--- src/rtl/bounce_gen_pkg.sv ---
// bounce_gen_pkg: shared state encoding, LFSR constants and counter widths for the bouncy-switch emulator.
package bounce_gen_pkg;
    typedef enum logic [1:0] {IDLE, BOUNCE, SETTLE} state_t;
    localparam int LFSR_W = 16;
    // Fibonacci taps for x^16+x^14+x^13+x^11+1 in right-shift form: bits 0,2,3,5.
    localparam logic [LFSR_W-1:0] LFSR_TAPS = 16'h002D;
    localparam int BOUNCE_W = 16;
    localparam int GAP_W = 16;
    localparam int SETTLE_W = 32;

    function automatic logic [LFSR_W-1:0] lfsr_next(input logic [LFSR_W-1:0] s);
        return {^(s & LFSR_TAPS), s[LFSR_W-1:1]};
    endfunction
endpackage

--- src/rtl/bounce_gen_lfsr16.sv ---
// lfsr16: free-running 16-bit Fibonacci LFSR with loadable seed on reset.
module lfsr16
    import bounce_gen_pkg::*;
#(
    parameter logic [LFSR_W-1:0] Seed = 16'hACE1
) (
    input  logic              clk,
    input  logic              rst,
    input  logic              en,
    output logic [LFSR_W-1:0] state
);
    always_ff @(posedge clk) begin
        if (rst) state <= Seed;
        else if (en) state <= lfsr_next(state);
    end
endmodule

--- src/rtl/bounce_gen.sv ---
// bounce_gen: emulates one bouncy switch press (random-gap toggles, then a settled level) for debouncer testing.
module bounce_gen
    import bounce_gen_pkg::*;
#(
    parameter int unsigned       ClkFreq      = 100_000_000,
    parameter int unsigned       MaxGapCycles = 120,
    parameter logic [LFSR_W-1:0] LfsrSeed     = 16'hACE1
) (
    input  logic                clk_i,
    input  logic                rst_i,
    input  logic                start_i,
    input  logic                level_i,
    input  logic [BOUNCE_W-1:0] bounces_i,
    input  logic [SETTLE_W-1:0] settle_i,
    output logic                sw_o,
    output logic                busy_o,
    output logic                done_o
);
    if (MaxGapCycles == 0 || MaxGapCycles >= 65536 || LfsrSeed == '0 || ClkFreq == 0) begin : g_param_check
        $error("bounce_gen: MaxGapCycles must be 1..65535, LfsrSeed and ClkFreq nonzero");
    end

    localparam logic [GAP_W-1:0] MaxGap = GAP_W'(MaxGapCycles);

    state_t              state;
    logic                level_q;
    logic [BOUNCE_W-1:0] bounce_cnt;
    logic [GAP_W-1:0]    gap_cnt;
    logic [SETTLE_W-1:0] settle_cnt;
    logic [LFSR_W-1:0]   lfsr;
    logic [GAP_W-1:0]    new_gap;

    lfsr16 #(.Seed(LfsrSeed)) u_lfsr (
        .clk  (clk_i),
        .rst  (rst_i),
        .en   (1'b1),
        .state(lfsr)
    );

    assign new_gap = (lfsr % MaxGap) + GAP_W'(1);
    assign busy_o  = state != IDLE;

    always_ff @(posedge clk_i) begin
        if (rst_i) begin
            state      <= IDLE;
            sw_o       <= 1'b0;
            done_o     <= 1'b0;
            level_q    <= 1'b0;
            bounce_cnt <= '0;
            gap_cnt    <= '0;
            settle_cnt <= '0;
        end else begin
            done_o <= 1'b0;
            case (state)
                IDLE: if (start_i) begin
                    level_q    <= level_i;
                    bounce_cnt <= bounces_i;
                    settle_cnt <= settle_i == '0 ? SETTLE_W'(1) : settle_i;
                    if (bounces_i == '0) begin
                        sw_o  <= level_i;
                        state <= SETTLE;
                    end else begin
                        gap_cnt <= new_gap;
                        state   <= BOUNCE;
                    end
                end
                // A gap of g means the next edge lands g cycles after the previous one.
                BOUNCE: if (gap_cnt == GAP_W'(1)) begin
                    if (bounce_cnt != '0) begin
                        sw_o       <= ~sw_o;
                        bounce_cnt <= bounce_cnt - BOUNCE_W'(1);
                        gap_cnt    <= new_gap;
                    end else begin
                        sw_o  <= level_q;
                        state <= SETTLE;
                    end
                end else begin
                    gap_cnt <= gap_cnt - GAP_W'(1);
                end
                SETTLE: if (settle_cnt == SETTLE_W'(1)) begin
                    state  <= IDLE;
                    done_o <= 1'b1;
                end else begin
                    settle_cnt <= settle_cnt - SETTLE_W'(1);
                end
                default: state <= IDLE;
            endcase
        end
    end
endmodule

--- config.mk ---
export PLATFORM = sky130hd
export DESIGN_NAME = bounce_gen
export DESIGN_NICKNAME = d
export VERILOG_FILES = /design/src/rtl/bounce_gen_pkg.sv /design/src/rtl/bounce_gen_lfsr16.sv /design/src/rtl/bounce_gen.sv
export SDC_FILE = /design/constraint.sdc
export NUM_CORES = 1
export LEC_CHECK = 0
export CAP_MARGIN = 20
export CORE_ASPECT_RATIO = 0.75
export CORE_MARGIN = 1
export CORE_UTILIZATION = 57
export CTS_BUF_LIST = sky130_fd_sc_hd__clkbuf_4
export CTS_CLUSTER_SIZE = 8
export DETAILED_ROUTE_END_ITERATION = 8
export GPL_ROUTABILITY_DRIVEN = 0
export GPL_TIMING_DRIVEN = 0
export PLACE_DENSITY = 0.79
export SETUP_SLACK_MARGIN = 0.1
export SYNTH_ARGS = -nofsm -noshare
export SYNTH_HDL_FRONTEND = slang
export SYNTH_HIERARCHICAL = 1
export SYNTH_SLANG_ARGS = --single-unit
--- constraint.sdc ---
create_clock -name clk_i -period 5.5 [get_ports clk_i]
set_input_delay 0.55 -clock clk_i [delete_from_list [all_inputs] [get_ports clk_i]]
set_output_delay 0.55 -clock clk_i [all_outputs]
set_load 0.01 [all_outputs]
# After elaboration in Yosys (flattened, before gate mapping)

Cells that the tools add are included.
Widths: inputs -> output; s select.

Output and inout bits: 3
Register bits: 85

Muxes and demuxes: 25
Equal/unequal tests: 13
Reduce and logical (&&, ||, !) cells: 15
Add/sub/neg operators: 4
Bitwise logic cells: 2
Div/mod/pow operators: 1

Operator list:

| kind                  | number |
|---|---|
| $mux 16               | 7 |
| $mux 32               | 3 |
| $pmux 16 s2           | 2 |
| $pmux 32 s2           | 1 |
| $eq 32x1->1 const B   | 1 |
| $logic_not 32->1      | 1 |
| $sub 16x1->16 const B | 2 |
| $sub 32x1->32 const B | 1 |
| $add 16x1->16 const B | 1 |
| $eq 16x1->1 const B   | 1 |
| $logic_not 16->1      | 1 |
| $mod 16x7->16 const B | 1 |
| $ne 2x2->1 const B    | 8 |
| $reduce_and 4->1      | 4 |
| $reduce_bool 16->1    | 1 |
| $reduce_xor 16->1     | 1 |
| $mux 2                | 5 |
| $pmux 2 s3            | 1 |
| $reduce_bool 2->1     | 3 |
| $mux 1                | 5 |
| $ne 3x3->1 const B    | 1 |
| $reduce_and 3->1      | 1 |
| $eq 2x1->1 const B    | 1 |
| $eq 2x2->1 const B    | 1 |
| 5 further kinds       | 6 |

# Longest topological paths before layout

Gate-level depths: netlist of run 1.

Word-level depth: 5
Gate-level depth with buffers: 17
Mapped depth without buffers: 14

# By module

The synthesis of run 1 kept the hierarchy.

By module, submodules not included:

| module     | area an instance (µm²) | cells each | times used | seq. area each (µm²) |
|---|---|---|---|---|
| bounce_gen | 5906.9                 | 822        | 1          | 1381.3 |
| lfsr16     | 599.3                  | 55         | 1          | 320.3 |

# Worst setup path after synthesis of run 1

No wires, ideal clock.

Kind: register to register
Start point: reg u_lfsr.state[11]
End point: reg gap_cnt[5]
Clock period less this slack: 3.858 ns
Stages on the path, launching flop included: 17
Arrival: 3.738 ns
Data required time: 5.380 ns
Setup time: 0.120 ns
Path slack: 1.642 ns
Cells stage by stage: dfxtp_1 > buf_4 > buf_4 > nand2_2 > a21o_1 > and2_1 > a211o_4 > and3_4 > o21ai_2 > o32ai_4 > or3_4 > a211o_1 > nand2_4 > a311oi_4 > and2_4 > or3_1 > a211o_1

Longest elaborated chain between the ends: 5

Ends and longest elaborated chain:

| element                    | line                               | text |
|---|---|---|
| start: declaration         | bounce_gen_lfsr16.sv:10            | `output logic [LFSR_W-1:0] state` |
| start signal: assignment   | bounce_gen_lfsr16.sv:14            | `else if (en) state <= lfsr_next(state);` |
| $mod 16x7->16 (*)          | bounce_gen.sv:40                   | `assign new_gap = (lfsr % MaxGap) + GAP_W'(1);` |
| $add 16x1->16 (*)          | bounce_gen.sv:40                   |  |
| $mux 16 (on tied branches) | bounce_gen.sv:69, bounce_gen.sv:59 |  |
| $mux 16 (on tied branches) | bounce_gen.sv:68, bounce_gen.sv:55 |  |
| $pmux 16 s2 (*)            | bounce_gen.sv:54                   | `case (state)` |
| end signal: assignment     | bounce_gen.sv:63                   | `gap_cnt <= new_gap;` |
| end signal: assignment     | bounce_gen.sv:72                   | `gap_cnt <= new_gap;` |
| end signal: assignment     | bounce_gen.sv:78                   | `gap_cnt <= gap_cnt - GAP_W'(1);` |
| end: declaration           | bounce_gen.sv:28                   | `logic [GAP_W-1:0] gap_cnt;` |

Every way passes the cells marked *; elsewhere a longest branch is shown, timed or not. The select of a mux whose other input is x is not followed.
A chain may end at the register's enable or synchronous reset.

# Final worst setup path of run 1

Start point: reg u_lfsr.state[13]
End point: reg gap_cnt[6]

Same word-level chain as after synthesis.

==> impl_metrics.yaml, run 1 <==
status:
  status: "finished, violations left"
  failed_checks: "DRC"
floorplan:
  io_pins: 55
  fp.dieW_um: 125
  core_area_mm2: 0.0110
  dieArea_mm2: 0.0119
  start_util: 0.590
  chipHeight_um: 94.5
  num_rows: 33
cts:
  numCtsBuffers: 9
  cts_setup_buffers: 0
  clkTransAtPathRegs_ns: 0.13
  h-tree-depth: 3
  cts_tree: "built"
  clk_path_buf_depth: 2
  root_buffer: "clkbuf_4"
  cts_resized: 0
  clock-sinks: 85
  cts_hold_buf: 0
  clock_latency_ns: 0.44
pwr:
  power_mw: 2.44
  pwr-share-comb: 0.521
  swShare: 0.458
  power_frac_clock: 0.147
  power_density_mw_per_mm2: 331
  leakage_nw: 2.70
  netSwitchingPower_mw: 1.12
  p_int_mw: 1.32
  irDropWorstVdd_uv: 142
  pwr-share-seq: 0.332
logic_synthesis:
  synth_seq_cells: 85
  synth_ff_type: "dfxtp_1"
  synth_edf_count: 0
  syn_avg_cell_area_um2: 7.42
  synth_cells: 877
  yosys_warnings: 6
  ys_seq_area_frac: 0.262
  synth_area_leaders: "dfxtp_1, o21ai_0, nor2_1, a21oi_1, nand2_1"
  synth_area_mm2: 0.00651
  yosysTopAreaCellShare: 0.262
  synthArstFlopShare: 0
  yosysUniqueCellTypes: 104
  syn_nets: 936
  yosys.area.top_type: "dfxtp_1"
worst_setup_path:
  r2r_end: "gap_cnt[6]$_SDFFE_PP0P_"
  crit_path_max_incr_delay_ns: 0.49
  end_kind: "flop"
  reg2reg_depth: 15
  crit_family: "compound AO/OA/AOI/OAI gates"
  arrival_ns: 4.87
  crit_chain: "buf_2 > a21oi_1 > o311ai_1 > and2_1 > a21oi_1 > a21oi_2 > o32ai_4 > o32ai_4 > nor3_2 > nor4b_4 > o21ai_2 > a311oi_4 > a211oi_1 > or2_1 > a41o_1"
  cp_num_buf_inv: 1
  crit_path_top_delay_cell: "nor4b_4"
  cp-start-kind: "flop"
  reg2reg_slack_ns: 0.98
  reg2reg_from: "u_lfsr/state[13]$_SDFFE_PP1P_"
  path_max_fanout: 10
  crit_type: "reg -> reg"
  worst_ep_required_time_ns: 5.85
global_route:
  grt_pass1_vias: 6417
  grt_use_total: 0.329
  antenna_found_initial: 0
  gr-max-usage-layer: "met2"
  met1_usage: 0.482
  grt.met2_usage: 0.493
  use_met3: 0.0657
  grt_max_degree: 14
  grt_pass1_wl_um: 31500
  grt_overflow: 0
worst_hold_path:
  hold_start: "level_q$_SDFFE_PP0P_"
  min_delay_path_depth: 2
  holdPathEnd: "level_q$_SDFFE_PP0P_"
  hp-class: "reg -> reg"
finish:
  nFillCells: 944
  layout.nets: 1001
  stdcell_count: 1087
  drive_gt1_frac: 0.0771
  syn2layout_area_growth_pct: 13.1
  diodes: 0
run:
  maxCapViolCount: 0
detailed_routing:
  via_count: 7413
  totalWireLength_um: 19800
  final_antenna_net_count: 0
  drc: 2
  wl_per_cell_um: 18.2
  viasPerCell: 6.82
  dr.pass1.iters: 7
  drtIter0Drc: 973
placed_design:
  dp.cells: 1071
  dp_hpwl_um: 14800
  place.port_buffers: 54
  dpl_worst_slack_ns: 1.11
timing:
  setup_violations: 0
  final.min_clock_period_ns: 4.52
  slew_violations: 0
  finalWorstSetupSlack_ns: 0.977
  period_share: 0.822
  worstMarginPinSlew_ns: 0.954
  max_slew_margin: 0.358
  rsz0062_at_grt: "no"
  fmaxAchievable_mhz: 221
  finalSetupTns_ns: 0
  hold_viol_final: 0
  skew_ns: 0.0159
[cells by family after synthesis]
logic type,Yosys count,synth area share
compound gates,320,0.350
xor+xnor,8,0.0119
fa+ha+maj,7,0.0135
buf+inv,85,0.0586
flops,85,0.262
mux,19,0.0302
other cells,1,0.000576
simple gates,352,0.274
[synth_stat cells (8+ instances only)]
cell      count
clkbuf_1     42
a22oi_1      16
nor3_1       39
a221oi_1      8
or3_1        15
a211oi_1     31
nor2_1       90
dfxtp_1      85
nand2_1      86
nand3_1      26
o22ai_1      10
inv_1        29
a31oi_1       9
o31ai_1      11
a21oi_1      67
nand2b_1      9
mux2i_1      16
nor4_1       26
o21ai_0      71
[worst max-delay path by stage]
stage	from	end	slack, ns	depth (start not counted)
floorplan	u_lfsr/state[11]$_SDFFE_PP1P_	gap_cnt[5]$_SDFFE_PP0P_	1.64	16
finish	u_lfsr/state[13]$_SDFFE_PP1P_	gap_cnt[6]$_SDFFE_PP0P_	0.98	15
detailed placement	u_lfsr/state[13]$_SDFFE_PP1P_	gap_cnt[6]$_SDFFE_PP0P_	1.11	15
global route	u_lfsr/state[12]$_SDFFE_PP0P_	gap_cnt[6]$_SDFFE_PP0P_	0.74	15
global placement	u_lfsr/state[10]$_SDFFE_PP1P_	gap_cnt[6]$_SDFFE_PP0P_	1.24	15
CTS	u_lfsr/state[13]$_SDFFE_PP1P_	gap_cnt[6]$_SDFFE_PP0P_	1.08	15
[power by group through the flow]
| stage | logic [mW] | registers, mW | clock network, mW |
|---|---|---|---|
| 2_1_floorplan | 0.924 | 0.792 | 0 |
| 3_3_place_gp | 1.17 | 0.811 | 0 |
| 3_5_place_dp | 1.21 | 0.819 | 0 |
| 4_1_cts | 1.22 | 0.805 | 0.363 |
| 5_1_grt | 1.37 | 0.822 | 0.384 |
| 6_report | 1.27 | 0.809 | 0.358 |
[tightest hold or removal path, cell delays in order (launching register included)]
cell and delay, ns:
dfxtp_1 0.33, nand2_1 0.05, a21oi_1 0.05
[routing by layer]
layer  part of all wire  vias to the layer above
li1                   -                     3451
met1               0.46                     3446
met2               0.41                      481
met3               0.11                       35
met4              0.011                        0
met5                  0                        -
[state kept, by name, indices dropped and copies added (netlist names)]
signal / cells
settle_cnt: 32
bounce_cnt: 16
gap_cnt: 16
u_lfsr/state: 16
state: 2
done_o: 1
level_q: 1
sw_o: 1
[cells in the final DEF, fill, tap and decap left out, types with 11 or more instances in the layout]
cell / netlist / layout
nor2_1: 90 / 90
nand2_1: 86 / 86
dfxtp_1: 85 / 85
o21ai_0: 71 / 71
a21oi_1: 67 / 67
clkdlybuf4s50_1: 0 / 54
clkbuf_1: 42 / 42
nor3_1: 39 / 39
a211oi_1: 31 / 31
inv_1: 29 / 29
nor4_1: 26 / 26
nand3_1: 26 / 26
a22oi_1: 16 / 16
mux2i_1: 16 / 16
or3_1: 15 / 15
o31ai_1: 11 / 11
clkbuf_4: 0 / 11
[per-stage QoR]
| step | hold WS (ns) | area [um^2] | util |
|---|---|---|---|
| floorplan | 0.437 | 6510 | - |
| global placement | 0.447 | 7220 | 0.655 |
| detailed placement | 0.462 | 7220 | 0.655 |
| CTS | 0.479 | 7360 | 0.667 |
| global route | 0.512 | 7360 | 0.667 |
| finish | 0.475 | 7360 | 0.667 |
[layout make-up]
cell class	count	area [um^2]	share of cell area
multi-input cells	707	4420	0.601
flip-flops and latches	85	1700	0.231
clock inverters	5	51.3	0.00697
clock buffers	11	82.6	0.0112
inverters	30	113	0.0153
repair buffers	54	541	0.0735
well taps	140	175	0.0238
plain buffers	55	269	0.0366
Power figures use the tool's default switching activity.
==> run 2, diff against run 1 <==
- CORE_UTILIZATION: 57 -> 55
- clock period: 5.5 -> 3.7 ns (I/O delays scaled with it)
==> run 2 against run 1 <==
Effect of this change:
- the run ends with setup timing left
- largest power group unchanged
- die area grew 3.6%
- critical endpoint is now gap_cnt[5]$_SDFFE_PP0P_
- maximum frequency grew 4.3%
- clock power grew 71%
- global-route usage grew 2.1 points
- core utilization grew 6.4 points
- register-to-register slack lost 1.6 ns
- critical path depth grew 1
- worst setup slack lost 1.6 ns
==> impl_metrics.yaml, run 2 (same netlist as run 1, synthesis figures left out) <==
detailed_routing:
  via_count: 7730
  dr.pass1.iters: 5
  final_antenna_net_count: 0
  wl_per_cell_um: 19.3
  totalWireLength_um: 22000
  drc: 0
  viasPerCell: 6.77
  drtIter0Drc: 1048
timing:
  final.min_clock_period_ns: 4.34
  setup_violations: 4
  skew_ns: 0.0281
  finalWorstSetupSlack_ns: -0.637
  worstMarginPinSlew_ns: 0.956
  period_share: 1.17
  hold_viol_final: 0
  rsz0062_at_grt: "yes"
  max_slew_margin: 0.357
  slew_violations: 0
  fmaxAchievable_mhz: 231
cts:
  clk_path_buf_depth: 2
  numCtsBuffers: 9
  root_buffer: "clkbuf_4"
  cts_tree: "built"
  clkTransAtPathRegs_ns: 0.14
  clock_latency_ns: 0.47
  cts_hold_buf: 0
  h-tree-depth: 3
  clock-sinks: 85
worst_setup_path:
  crit_type: "reg -> reg"
  worst_ep_required_time_ns: 4.06
  arrival_ns: 4.70
  cp-start-kind: "flop"
  path_max_fanout: 10
  end_kind: "flop"
placed_design:
  dp.cells: 1088
  dpl_cell_area_mm2: 0.00735
  place.port_buffers: 54
  dp_hpwl_um: 15200
floorplan:
  chipHeight_um: 96.2
  start_util: 0.579
  fp.dieW_um: 128
  core_area_mm2: 0.0112
  num_rows: 33
  dieArea_mm2: 0.0123
  io_pins: 55
finish:
  stdcell_count: 1142
  layout.nets: 1039
  nFillCells: 847
  diodes: 0
  layout_common_cells: "nor2_1, nand2_1, dfxtp_1"
  largest_register_ffs: 32
  drive_gt1_frac: 0.175
  fin_area_mm2: 0.00821
  syn2layout_area_growth_pct: 26.3
  layout_commonest_cell: "nor2_1"
  top_register: "settle_cnt"
pwr:
  power_density_mw_per_mm2: 501
  leakage_nw: 2.98
  irDropWorstVdd_uv: 269
status:
  failed_checks: "setup timing"
  status: "finished, violations left"
global_route:
  grt_overflow: 0
  antenna_found_initial: 0
  grt_use_total: 0.349
  grt_pass1_vias: 6849
  grt_pass1_wl_um: 34200
  grt_max_degree: 15
worst_hold_path:
  hp-class: "reg -> reg"
run:
  maxCapViolCount: 0
## run 2: cell types whose count changed in the layout (fill, tap and decap cells not counted), moves of 5 or more
cell	previous run	this run
buf_4	7	36
buf_6	3	11
dfxtp_1	85	80
a21oi_1	67	61
## run 2: through the flow
step	hold slack, ns	setup TNS [ns]	util	worst slack (ns)	power, mW
2_1_floorplan	0.437	-0.100	-	-0.0530	2.59
3_3_place_gp	0.451	-3.91	0.655	-0.451	2.99
3_5_place_dp	0.451	-4.52	0.655	-0.598	3.07
4_1_cts	0.469	-1.41	0.711	-0.417	3.85
5_1_grt	0.516	-2.95	0.731	-0.788	4.32
6_report	0.471	-2.34	0.731	-0.637	4.12
## run 2: path summary, 6_finish.rpt
path                                       from                 endpoint  slack [ns]  depth (start not counted)
setup reg to reg  u_lfsr/state[15]$_SDFFE_PP1P_  gap_cnt[5]$_SDFFE_PP0P_       -0.64                         16
hold / removal             level_q$_SDFFE_PP0P_     level_q$_SDFFE_PP0P_        0.47                          2
setup / recovery  u_lfsr/state[15]$_SDFFE_PP1P_  gap_cnt[5]$_SDFFE_PP0P_       -0.64                         16
hold reg to reg            level_q$_SDFFE_PP0P_     level_q$_SDFFE_PP0P_        0.47                          2
## run 2: critical path, stage by stage, from the launching register on
cell and delay [ns]:
dfxtp_4 0.39, buf_6 0.14, buf_8 0.14, clkinv_1 0.08, o41ai_2 0.39, nor3_2 0.10, mux2_2 0.33, and3_4 0.18
buf_6 0.13, o32ai_4 0.20, o32a_1 0.35, nor3_2 0.10, or4_4 0.49, nor4_4 0.46, o31ai_2 0.13, or3_1 0.37
a211o_1 0.25
## run 2: what timing repair did
item | in CTS | in global routing
setup endpoints to repair | 28 | 20
gates cloned | 1 | 0
pin swaps | 23 | 23
buffers inserted | 27 | 11
gates resized for setup | 54 | 26
## run 2: power breakdown
part | switching, mW | total (mW) | internal (mW)
logic | 1.38 | 2.29 | 0.909
clock network | 0.341 | 0.611 | 0.271
registers | 0.163 | 1.21 | 1.05
## run 2: layout make-up
| type | count | area, um^2 | area share |
|---|---|---|---|
| Clock buffer | 9 | 67.6 | 0.00823 |
| Inverter | 30 | 113 | 0.0137 |
| Sequential cell | 85 | 1720 | 0.209 |
| Clock inverter | 7 | 87.6 | 0.0107 |
| Multi-Input combinational cell | 707 | 4880 | 0.594 |
| Timing Repair Buffer | 93 | 851 | 0.104 |
| Buffer | 54 | 302 | 0.0367 |
| Tap cell | 157 | 196 | 0.0239 |
## run 2: layer usage
metal / up-vias / share of wire / GRT usage
met5: - / 0 / 0
met4: 0 / 0.015 / 0.0696
met3: 57 / 0.12 / 0.105
met2: 543 / 0.42 / 0.514
met1: 3600 / 0.44 / 0.501
li1: 3530 / - / -
==> patch 1 (config.mk and constraints of run 2) <==
Reset style: asynchronous (`rst` and `rst_i`), changed in 2 clocked blocks.
--- a/src/rtl/bounce_gen_lfsr16.sv
+++ b/src/rtl/bounce_gen_lfsr16.sv
@@ -11,3 +11,3 @@
 );
-    always_ff @(posedge clk) begin
+    always_ff @(posedge clk or posedge rst) begin
         if (rst) state <= Seed;
--- a/src/rtl/bounce_gen.sv
+++ b/src/rtl/bounce_gen.sv
@@ -42,3 +42,3 @@
 
-    always_ff @(posedge clk_i) begin
+    always_ff @(posedge clk_i or posedge rst_i) begin
         if (rst_i) begin
Function: differs if rst_i is asserted again (counterexample within 4 cycles, from zero or initial values and one cycle with rst_i high); with rst_i held inactive, the same outputs for 10 cycles.
==> patch 1 against run 2 <==
- the run still ends with negative setup slack left
- global-route usage shrank 3.9 points
- synthesized area down 1.0%
- design area fell by 2.0%
- worst setup slack lost 0.32 ns
- sequential cell count is the same
- worst hold slack worse by 0.11 ns
- wire length is 11% lower
- critical path depth increased by 1
- highest routed layer unchanged
Power is not shown: default switching activity piles up to over one toggle a cycle in this logic, so the estimate is an artifact.
==> patch 1: results (changes against run 2) <==
finish:
  final_net_count: 967  # was 1039
  largest_reg_flops: 32  # unchanged
  top_register: "settle_cnt"  # unchanged
  drive_gt1_frac: 0.196  # was 0.175
timing:
  setup_viol: 4  # unchanged
  worst_slack_ns: -0.961  # was -0.637 ns
  tightest_slew_ns: 0.886  # was 0.956 ns
  fin_skew_ns: 0.0204  # was 0.0281 ns
route:
  wl_per_cell_um: 18.7  # was 19.3 um
  routed_via_density: 6.77  # about the same
  dr.pass1.iters: 5  # unchanged
  drt_iter0_markers: 822  # was 1048
  vias: 7134  # was 7730
synthesis:
  synth.yosys.seq_area_share: 0.332  # was 0.262
  syn-num-nets: 864  # was 936
  synth-main-ff-cell: "dfrtp_1"  # was dfxtp_1
  ys_types: 94  # was 104
  yosysWarnings: 6  # unchanged
  synth_async_sr_flop_share: 1.00  # was 0
  synthTopCellsByCount: "o21ai_0, nor2_1, nand2_1"  # was nor2_1, nand2_1, dfxtp_1
  synth_area_leaders: "dfrtp_1, o21ai_0, a21oi_1"  # was dfxtp_1, o21ai_0, nor2_1
  synthCells: 805  # was 877
critical_path:
  cp_max_fo: 8  # was 10
  cp-startpoint: "u_lfsr/state[15]"  # unchanged
  endpoint: "gap_cnt[5]"  # unchanged
  rr_worst_depth: 17  # was 16
  critical_path_class: "register to register"  # unchanged
  critical_path_arrival_ns: 5.02  # was 4.70 ns
grt:
  grt_pass1_vias: 6388  # was 6849
  grt_max_degree: 70  # was 15
  antenna_found_initial: 1  # was 0
  grt_usage: 0.310  # was 0.349
  grt_pass1_wl_mm: 30.4  # was 34.2 mm
clock_tree:
  cts_buffer_depth: 2  # unchanged
  numCtsBuffers: 9  # unchanged
  cts.htree.levels: 3  # unchanged
  insertion_delay_ns: 0.47  # about the same
  cts-root-buf: "clkbuf_4"  # unchanged
  path_clk_slew_ns: 0.13
status:
  violations: "negative setup slack"  # unchanged
  outcome: "complete, but fails checks"  # unchanged
hold_path:
  hp-class: "input port to async pin"  # was register to register
place:
  detailed_place_hpwl_mm: 13.2  # was 15.2 mm
  io_buffers: 54  # unchanged
  place_inst: 1000  # was 1088
## patch 1: layout make-up
| class | instances | area, sq um |
|---|---|---|
| plain buffers | 46 | 269 |
| clock inverters | 6 | 30.0 |
| clock buffers | 10 | 75.1 |
| diodes | 1 | 2.50 |
| fillers | 817 | 3100 |
| flip-flops and latches | 85 | 2140 |
| well taps | 140 | 175 |
| repair buffers | 92 | 843 |
| inverters | 21 | 81.3 |
| multi-input cells | 653 | 4440 |
## patch 1: kinds of logic (layout without fill, tap and decap cells)
logic type | count (synthesis) | in the layout | synth area share
compound gates | 309 | 309 | 0.315
fa+ha+maj | 8 | 8 | 0.0152
other cells | 1 | 2 | 0.000582
simple gates | 307 | 307 | 0.236
buf+inv | 67 | 175 | 0.0507
xor+xnor | 9 | 9 | 0.0134
mux | 19 | 19 | 0.0375
flops | 85 | 85 | 0.332
## patch 1: routing by layer
metal	vias up	track usage	part of all wire
met5	-	0	0
met4	0	0.0853	0.015
met3	47	0.0578	0.084
met2	389	0.503	0.46
met1	3454	0.427	0.44
li1	3244	-	-
## patch 1: what timing repair did
item / CTS / global route
gates cloned: 0 / 0
pin swaps: 21 / 31
buffers inserted: 23 / 14
resized for setup: 33 / 61
endpoints found under the setup margin: 9 / 46
## patch 1: critical path, cell delays in order, from the launching register on
cell and delay (ns):
dfstp_2 0.61, buf_12 0.11, and4bb_1 0.20, o211ai_2 0.13, and2_4 0.20, buf_12 0.13, o31a_1 0.34, nor3_2 0.35
o21ai_0 0.28, a32o_2 0.36, a31oi_2 0.28, a2111oi_2 0.12, o211a_1 0.30, a21bo_2 0.24, nor4b_4 0.35, a21oi_2 0.10
a32o_1 0.24, a41o_1 0.22
## patch 1: worst min-delay path by stage
stage / depth (start not counted) / end / start / slack [ns]
CTS: 2 / u_lfsr/state[12] / rst_i / 0.36
detailed placement: 1 / gap_cnt[10] / gap_cnt[10] / 0.48
global route: 2 / u_lfsr/state[12] / rst_i / 0.43
finish: 2 / u_lfsr/state[12] / rst_i / 0.36
floorplan: 1 / u_lfsr/state[12] / rst_i / 0.28
global placement: 1 / gap_cnt[10] / gap_cnt[10] / 0.46
## patch 1: through the flow
step	setup slack [ns]	cell area (sq um)	hold WS, ns	util	setup TNS (ns)
3_3_place_gp	-0.801	7210	0.464	0.647	-2.70
4_1_cts	-0.810	7680	0.359	0.689	-2.95
6_report	-0.961	8050	0.356	0.722	-3.72
5_1_grt	-1.13	8050	0.432	0.722	-4.40
3_5_place_dp	-0.971	7220	0.479	0.647	-3.58
2_1_floorplan	-0.453	6490	0.278	-	-1.24
==> patch 2 (config.mk and constraints of run 2) <==
Made on the original files. Set the package constant `GAP_W` to 24 (it was 16).
--- a/src/rtl/bounce_gen_pkg.sv
+++ b/src/rtl/bounce_gen_pkg.sv
@@ -7,3 +7,3 @@
     localparam int BOUNCE_W = 16;
-    localparam int GAP_W = 16;
+    localparam int GAP_W = 24;
     localparam int SETTLE_W = 32;
Behaviour: same outputs for any inputs over 10 cycles, from zero or initial values and one cycle with rst_i high; that may be too few to reach the edited logic, so the function may still have changed.
==> patch 2 against run 2 <==
- the run still ends with negative setup slack left
- synthesized area up 4.1%
- die area up 4.0%
- sequential cell count up 8
- wire length up 3.7%
- worst setup slack worse by 0.082 ns
- global-route usage down 1.7 points
- largest cell class unchanged
- cell count up 5.2%
- total power up 19%
- sequential power up 15%
- design area up 7.0%
- worst hold slack worse by 0.26 ns
==> patch 2: results (changes against run 2) <==
timing:
  fin_skew_ns: 0.0172  # was 0.0281 ns
  worst_slack_ns: -0.720  # was -0.637 ns
  setup_viol: 4  # unchanged
  slew-limit-headroom: 0.494  # was 0.357
route:
  wl_per_cell_um: 19.0  # was 19.3 um
  dr_wl_met2_mm: 9.56  # was 9.17 mm
  dr.pass1.iters: 8  # was 5
  wl_met1_mm: 10.4  # was 9.78 mm
  wl_met3_mm: 2.41  # was 2.71 mm
  drt_iter0_markers: 905  # was 1048
  routed_via_density: 6.55  # was 6.77
place:
  io_buffers: 53  # was 54
  place_area_sq_um: 7530  # was 7350 sq um
  dp_slack_ns: -0.714  # was -0.598 ns
  detailed_place_hpwl_mm: 14.7  # was 15.2 mm
finish:
  drive_gt1_frac: 0.190  # was 0.175
  final_net_count: 1093  # was 1039
  nFillCells: 918  # was 847
grt:
  grt_pass1_vias: 6594  # was 6849
  antenna_found_initial: 0  # unchanged
  grt_usage: 0.332  # was 0.349
  grt_max_degree: 17  # was 15
  grt_pass1_wl_mm: 33.6  # was 34.2 mm
pwr:
  ir_drop_uv: 291  # was 269 uV
  p_leak_nw: 3.18  # was 2.98 nW
critical_path:
  critPathMaxStageDelay_ns: 0.59  # was 0.49 ns
  crit_family: "simple AND/OR/NAND/NOR gates"  # unchanged
  rr_worst_depth: 18  # was 16
  critical_path_arrival_ns: 4.83  # was 4.70 ns
  cp-startpoint: "u_lfsr/state[9]"  # was u_lfsr/state[15]
  r2r_start: "u_lfsr/state[9]"  # was u_lfsr/state[15]
  regToRegSetupSlack_ns: -0.72  # was -0.64 ns
synthesis:
  ys_types: 97  # was 104
  synthTopCellsByCount: "nor2_1, dfxtp_1, nand2_1"  # was nor2_1, nand2_1, dfxtp_1
  synth-xor-area-share: 0.0192  # was 0.0119
  synth-compound-area-share: 0.319  # was 0.350
  synth_mux_area_frac: 0.0336  # was 0.0302
  syn-num-nets: 971  # was 936
  synth_async_sr_flop_share: 0  # unchanged
  synth.yosys.seq_area_share: 0.275  # was 0.262
  synth_area_leaders: "dfxtp_1, nor2_1, o21ai_0"  # was dfxtp_1, o21ai_0, nor2_1
  synthAdderAreaFrac: 0.0129  # was 0.0135
hold_path:
  hp-class: "input port to register"  # was register to register
  hold_path_depth: 2  # unchanged
status:
  violations: "negative setup slack"  # unchanged
  outcome: "complete, but fails checks"  # unchanged
clock_tree:
  cts_buffer_depth: 2  # unchanged
  path_clk_slew_ns: 0.16  # was 0.14 ns
==> patch 2: cell count changes after synthesis, moves of 6 or more <==
cell	change
o211ai_1	+6
or4_1	+7
nor2_1	+18
a211o_1	-6
dfxtp_1	+8
or3_1	+6
==> patch 2: worst min-delay path by stage <==
stage,startpoint,endpoint,slack (ns)
final,rst_i,u_lfsr/state[14],0.22
after global routing,rst_i,u_lfsr/state[14],0.21
after CTS,rst_i,u_lfsr/state[14],0.17
after detailed placement,level_q,level_q,0.45
after global placement,level_q,level_q,0.45
after floorplan,level_q,level_q,0.44
==> patch 2: what timing repair did <==
action / 4_1_cts / 5_1_grt
gates resized for setup: 55 / 74
pin swaps: 19 / 36
gates cloned: 0 / 2
hold buffers: 0 / 0
endpoints found under the setup margin: 40 / 47
setup buffers: 23 / 33
==> patch 2: metal layers <==
layer,up-vias,global-route usage
li1,3671,-
met1,3681,0.512
met2,466,0.456
met3,52,0.0855
met4,0,0.0689
met5,-,0
==> patch 2: layout make-up <==
class                   count  area (sq um)  area share
multi-input cells         738          5080       0.578
flip-flops and latches     93          1880       0.214
repair buffers            111          1050       0.119
plain buffers              57           319      0.0363
well taps                 162           203      0.0231
clock inverters             7          97.6      0.0111
inverters                  24          90.1      0.0102
clock buffers               9          67.6     0.00768
==> patch 2: logic make-up after synthesis <==
family	count (synthesis)
AOI/OAI and AO/OA	312
xor gates and xnor gates	14
adders and majority gates	7
buffers and inverters	81
DFF	93
muxes	22
other	1
and+or+nand+nor	382
==> patch 2: stage by stage <==
stage,setup TNS (ns),cells,hold WS [ns]
after floorplan,-0.153,912,0.437
after global placement,-5.67,1127,0.455
after detailed placement,-6.18,1127,0.455
after CTS,-1.67,1166,0.169
after global routing,-2.98,1201,0.208
final,-2.60,1201,0.215
==> patch 2: power by group <==
| part | internal, W | switching (W) | total (W) |
|---|---|---|---|
| Sequential | 0.00118 | 0.000212 | 0.00139 |
| Clock | 0.000277 | 0.000379 | 0.000656 |
| Combinational | 0.00122 | 0.00165 | 0.00287 |
